--- src/rtl/pipelined_cla_adder.sv ---
// Pipelined carry-lookahead adder: one GROUP-bit lookahead group is resolved per stage, valid/ready with global stall.
// Optional macro CLA_SUB_EN adds a 'sub' input that turns the operation into A - B - Cin.
module pipelined_cla_adder #(
   parameter int WIDTH = 16,
   parameter int GROUP = 4
) (
   input  logic             clk,
   input  logic             rst,
   input  logic             in_valid,
   output logic             in_ready,
   input  logic [WIDTH-1:0] A,
   input  logic [WIDTH-1:0] B,
   input  logic             Cin,
`ifdef CLA_SUB_EN
   input  logic             sub,
`endif
   output logic             out_valid,
   input  logic             out_ready,
   output logic [WIDTH-1:0] S,
   output logic             Cout,
   output logic             Ovf
);

   localparam int NSTAGE = (GROUP < 1) ? 1 : WIDTH / GROUP;

   generate
      if (GROUP < 1) begin : g_bad_group
         $error("pipelined_cla_adder: GROUP must be at least 1");
      end else if ((WIDTH % GROUP) != 0) begin : g_bad_width
         $error("pipelined_cla_adder: WIDTH must be a multiple of GROUP");
      end
   endgenerate

   // Group carries as flat sum-of-products of G/P terms, so no ripple chain is built inside a group.
   function automatic logic [GROUP:0] group_carries(input logic [GROUP-1:0] p,
                                                    input logic [GROUP-1:0] g,
                                                    input logic             cin);
      logic [GROUP:0] c;
      logic           term;
      c    = '0;
      c[0] = cin;
      for (int i = 0; i < GROUP; i++) begin
         term = cin;
         for (int j = 0; j <= i; j++) term = term & p[j];
         c[i+1] = term;
         for (int j = 0; j <= i; j++) begin
            term = g[j];
            for (int m = j + 1; m <= i; m++) term = term & p[m];
            c[i+1] = c[i+1] | term;
         end
      end
      return c;
   endfunction

   logic [NSTAGE-1:0] valid_q, valid_d;
   logic [NSTAGE-1:0] carry_q, carry_d;
   logic [WIDTH-1:0]  a_q   [NSTAGE];
   logic [WIDTH-1:0]  a_d   [NSTAGE];
   logic [WIDTH-1:0]  b_q   [NSTAGE];
   logic [WIDTH-1:0]  b_d   [NSTAGE];
   logic [WIDTH-1:0]  sum_q [NSTAGE];
   logic [WIDTH-1:0]  sum_d [NSTAGE];

   logic [GROUP-1:0]  grp_p   [NSTAGE];
   logic [GROUP:0]    grp_c   [NSTAGE];
   logic [WIDTH-1:0]  res_sum [NSTAGE];
   logic [NSTAGE-1:0] res_cout;
   logic [NSTAGE-1:0] res_cmsb;

   logic [WIDTH-1:0]  b_in;
   logic              c_in;
   logic              advance;

`ifdef CLA_SUB_EN
   assign b_in = B ^ {WIDTH{sub}};
   assign c_in = Cin ^ sub;
`else
   assign b_in = B;
   assign c_in = Cin;
`endif

   // Stage k resolves its own group k from its skewed operands and registered carry-in.
   always_comb begin
      res_cout = '0;
      res_cmsb = '0;
      for (int k = 0; k < NSTAGE; k++) begin
         grp_p[k]   = a_q[k][k*GROUP +: GROUP] ^ b_q[k][k*GROUP +: GROUP];
         grp_c[k]   = group_carries(grp_p[k],
                                    a_q[k][k*GROUP +: GROUP] & b_q[k][k*GROUP +: GROUP],
                                    carry_q[k]);
         res_sum[k] = sum_q[k];
         res_sum[k][k*GROUP +: GROUP] = grp_p[k] ^ grp_c[k][GROUP-1:0];
         res_cout[k] = grp_c[k][GROUP];
         res_cmsb[k] = grp_c[k][GROUP-1];
      end
   end

   assign advance  = ~valid_q[NSTAGE-1] | out_ready;
   assign in_ready = advance;

   // Whole pipeline shifts together or holds together; bubbles are carried as invalid stages.
   always_comb begin
      valid_d = valid_q;
      carry_d = carry_q;
      a_d     = a_q;
      b_d     = b_q;
      sum_d   = sum_q;
      if (advance) begin
         valid_d[0] = in_valid;
         carry_d[0] = c_in;
         a_d[0]     = A;
         b_d[0]     = b_in;
         sum_d[0]   = '0;
         for (int k = 1; k < NSTAGE; k++) begin
            valid_d[k] = valid_q[k-1];
            carry_d[k] = res_cout[k-1];
            a_d[k]     = a_q[k-1];
            b_d[k]     = b_q[k-1];
            sum_d[k]   = res_sum[k-1];
         end
      end
   end

   always_ff @(posedge clk) begin
      if (rst) begin
         valid_q <= '0;
         carry_q <= '0;
         for (int k = 0; k < NSTAGE; k++) begin
            a_q[k]   <= '0;
            b_q[k]   <= '0;
            sum_q[k] <= '0;
         end
      end else begin
         valid_q <= valid_d;
         carry_q <= carry_d;
         for (int k = 0; k < NSTAGE; k++) begin
            a_q[k]   <= a_d[k];
            b_q[k]   <= b_d[k];
            sum_q[k] <= sum_d[k];
         end
      end
   end

   assign out_valid = valid_q[NSTAGE-1];
   assign S         = res_sum[NSTAGE-1];
   assign Cout      = res_cout[NSTAGE-1];
   assign Ovf       = res_cmsb[NSTAGE-1] ^ res_cout[NSTAGE-1];

endmodule
--- config.mk ---
export PLATFORM = sky130hd
export DESIGN_NAME = pipelined_cla_adder
export DESIGN_NICKNAME = d
export VERILOG_FILES = /design/src/rtl/pipelined_cla_adder.sv
export SDC_FILE = /design/constraint.sdc
export NUM_CORES = 1
export LEC_CHECK = 0
export CORE_MARGIN = 2
export CORE_UTILIZATION = 45
export CTS_CLUSTER_SIZE = 8
export DETAILED_ROUTE_END_ITERATION = 8
export PLACE_DENSITY = 0.79
export SETUP_SLACK_MARGIN = 0.2
export SYNTH_ARGS = -nofsm -noshare
export SYNTH_HDL_FRONTEND = slang
export SYNTH_SLANG_ARGS = --single-unit
--- constraint.sdc ---
create_clock -name clk -period 1.95 [get_ports clk]
set_clock_uncertainty 0.15 [all_clocks]
set_input_delay 0.195 -clock clk [delete_from_list [all_inputs] [get_ports clk]]
set_output_delay 0.195 -clock clk [all_outputs]
set_load 0.01 [all_outputs]
==> flow_metrics.tcl <==
set metrics [dict create \
    detailed_place_hpwl_um 6792 \
    cts_buffer_depth 2 \
    wl_per_cell_um 13.18 \
    cts_sinks 112 \
    setup_viol 4 \
    die_h_um 105.4 \
    fmax_ghz 0.4367 \
    start_kind "register" \
    syn_inst 567 \
    worst_pin_slew_ns 0.4244 \
    synthMuxAreaShare 0.002435 \
    r2r_slack_ns 0.25 \
    clockRootBuffer "clkbuf_8" \
    crit_type "reg -> out" \
    path_clk_slew_ns 0.10 \
    violations "negative setup slack" \
    cp_top_family "compound AO/OA/AOI/OAI gates" \
    die-width_um 105.4 \
    synth.distinct_cells 28 \
    numCtsBuffers 9 \
    crit_path_cell_trace "ha_4, ha_4, o21a_1, o22a_2, mux2_4, buf_6" \
    drt-initial-drc-count 229 \
    io_pins 57 \
    drv_slew 0 \
    endpoint_kind "output pin" \
    critPathMaxStageDelay_ns 0.38 \
    nNetsFinal 668 \
    synth.avg_cell_area_sq_um 8.156 \
    rows 37 \
    required_ns 1.60 \
    cts_tree "built" \
    start_util 0.4561 \
    gr-total-overflow 0 \
    io_buffers 56 \
    synth-main-ff-cell "dfxtp_1" \
    synth-compound-area-share 0.1512 \
    synth.top_cells.by_area "dfxtp_1, nand2_1, a21oi_1" \
    tns_ns -1.182 \
    cp_common_cell "ha_4" \
    reg2reg_to "S[10]$_SDFFE_PP0P_" \
    timing.rr.start "a_q[24]$_SDFFE_PP0P_" \
    grt_max_degree 48 \
    yosysSeqAreaShare 0.4848 \
    synth-simple-area-share 0.2146 \
    synth_top_area_share 0.4848 \
    synthToLayoutAreaGrowth_pct 21.67 \
    drc 0 \
    yosysTopAreaCell "dfxtp_1" \
    grt_pass1_vias 3610 \
    hp-class "in -> reg" \
    hold_buffers 0 \
    async_flop_share 0 \
    vias_per_cell 5.087 \
    via_count 3805 \
    r2r_cells 5 \
    placeableCoreArea_sq_mm 0.01014 \
    rsz0062_at_grt "true" \
    synth_nets 628 \
    first_pass_iters 5 \
    dieArea_sq_mm 0.01110 \
    finalHoldViolations 0 \
    status "finished, violations left" \
    grt_use_total 0.1814 \
    grt_first_pass_wirelength_um 16440 \
    synth_fa_ha_area_frac 0.07143 \
    crit_buf_inv 1 \
    path_max_fanout 3 \
    synth-xor-area-share 0.01136 \
    power_density_mw_per_mm2 753.4 \
    critical_path_depth 6 \
    place_ws_ns -0.3133 \
    insertion_delay_ns 0.38 \
    wl_um 9861 \
    crit_end "Ovf" \
    gp_congestion 0.7862 \
    p_leak_nw 2.314 \
    synth_top_family_by_area "simple AND/OR/NAND/NOR gates" \
    synth_edf_count 0 \
    max_cap_viol_count 0 \
    ys_seq_elements 112 \
    final_layout_size_suffix_gt1_frac 0.1225 \
    timing.critical_path.from "b_q[12]$_SDFFE_PP0P_" \
    cp_data_arrival_time_ns 1.94 \
    diodes 0 \
    synth_warnings 0 \
    cts_max_level 3 \
    antenna_found_initial 0 \
    syn-cell-area_sq_mm 0.004624 \
    ant_nets 0 \
    period_share 1.174 \
    synthTopCellsByCount "nand2_1, dfxtp_1, a21oi_1, clkbuf_1, ha_1" \
    worst_path_max_delay_cell "dfxtp_2" \
    slew-limit-headroom 0.7170 \
    period_needed_ns 2.290 \
    synthMostInstantiatedCell "nand2_1" \
    ir_drop_v 0.0003261 \
    worst_slack_ns -0.3400 \
]
[worst min path at each step]
stage | start | endpoint | cells past startpoint
floorplan | A[0] | a_q[48]$_SDFFE_PP0P_ | 2
global placement | a_q[44]$_SDFFE_PP0P_ | a_q[44]$_SDFFE_PP0P_ | 2
detailed placement | a_q[28]$_SDFFE_PP0P_ | a_q[12]$_SDFFE_PP0P_ | 2
CTS | rst | b_q[37]$_SDFFE_PP0P_ | 2
global route | rst | b_q[31]$_SDFFE_PP0P_ | 2
finish | rst | b_q[37]$_SDFFE_PP0P_ | 2
[layout make-up]
type	instances	area, sq um
inverter	1	8.758
multi-input combinational	400	2188
clock inverter	7	76.32
timing repair buffer	83	790.8
clock buffer	9	123.9
tap	136	170.2
fill	892	4512
sequential	112	2268
[sequential cells by signal, summed over array words and instances (netlist names)]
register  flops
S            12
a_q          40
b_q          40
carry_q       4
res_sum      12
valid_q       4
[repair_timing]
| action | in CTS | in global routing |
|---|---|---|
| cloned | 0 | 0 |
| gates resized for setup | 42 | 3 |
| endpoints found under the setup margin | 11 | 8 |
| pin swaps | 17 | 7 |
| setup buffers | 11 | 0 |
[worst register-to-register path: stages, from the launching register on]
cell     delay [ns]
dfxtp_4        0.37
ha_4           0.24
ha_4           0.15
o21a_1         0.18
or4_1          0.46
nand3_1        0.09
[cell usage in the layout, fill, tap and decap left out, types with 2 or more instances in the layout]
cell / instances
a211oi_1: 6
a21o_1: 4
a21oi_1: 99
buf_12: 3
buf_2: 4
buf_4: 22
buf_6: 5
clkbuf_8: 9
clkdlybuf4s50_1: 48
clkinv_2: 2
dfxtp_1: 103
dfxtp_2: 3
dfxtp_4: 6
fa_1: 3
ha_1: 12
ha_2: 2
ha_4: 6
inv_6: 2
nand2_1: 198
nand2b_1: 6
nand3_1: 6
nand3b_1: 6
nor2_1: 18
o211a_1: 3
o211ai_1: 6
o21a_1: 4
o21ai_0: 3
or4_1: 6
xnor2_1: 3
xor2_1: 2
[through the flow]
step           hold slack (ns)  cell area (sq um)  instances    util  power (mW)
6_report                0.1013               5627        748  0.5550       4.239
5_1_grt                 0.1156               5627        748  0.5550       4.420
4_1_cts                0.08814               5613        748  0.5536       4.278
3_5_place_dp            0.2928               5293        721  0.5220       2.886
3_3_place_gp            0.2884               5293        721  0.5220       2.868
2_1_floorplan           0.1779               4698        567       -       2.728
[report_power, final]
group	switching [mW]	internal, mW
Clock	0.794	0.608
Sequential	0.0657	2.39
Combinational	0.182	0.198
Total	1.04	3.20
[routing by layer]
metal | wire length (um) | GRT usage
met1 | 4402 | 0.2288
met2 | 4851 | 0.3069
met3 | 466 | 0.03958
met4 | 140 | 0.06095
met5 | 0 | 0
[kinds of logic after synthesis]
logic type               Yosys count
AO/OA/AOI/OAI                    126
XOR/XNOR                           6
adder cells (fa/ha/maj)           24
buffers and inverters             55
flip-flops                       112
multiplexers                       1
AND/OR/NAND/NOR                  243
No activity file was read; power rests on OpenSTA's default activity.
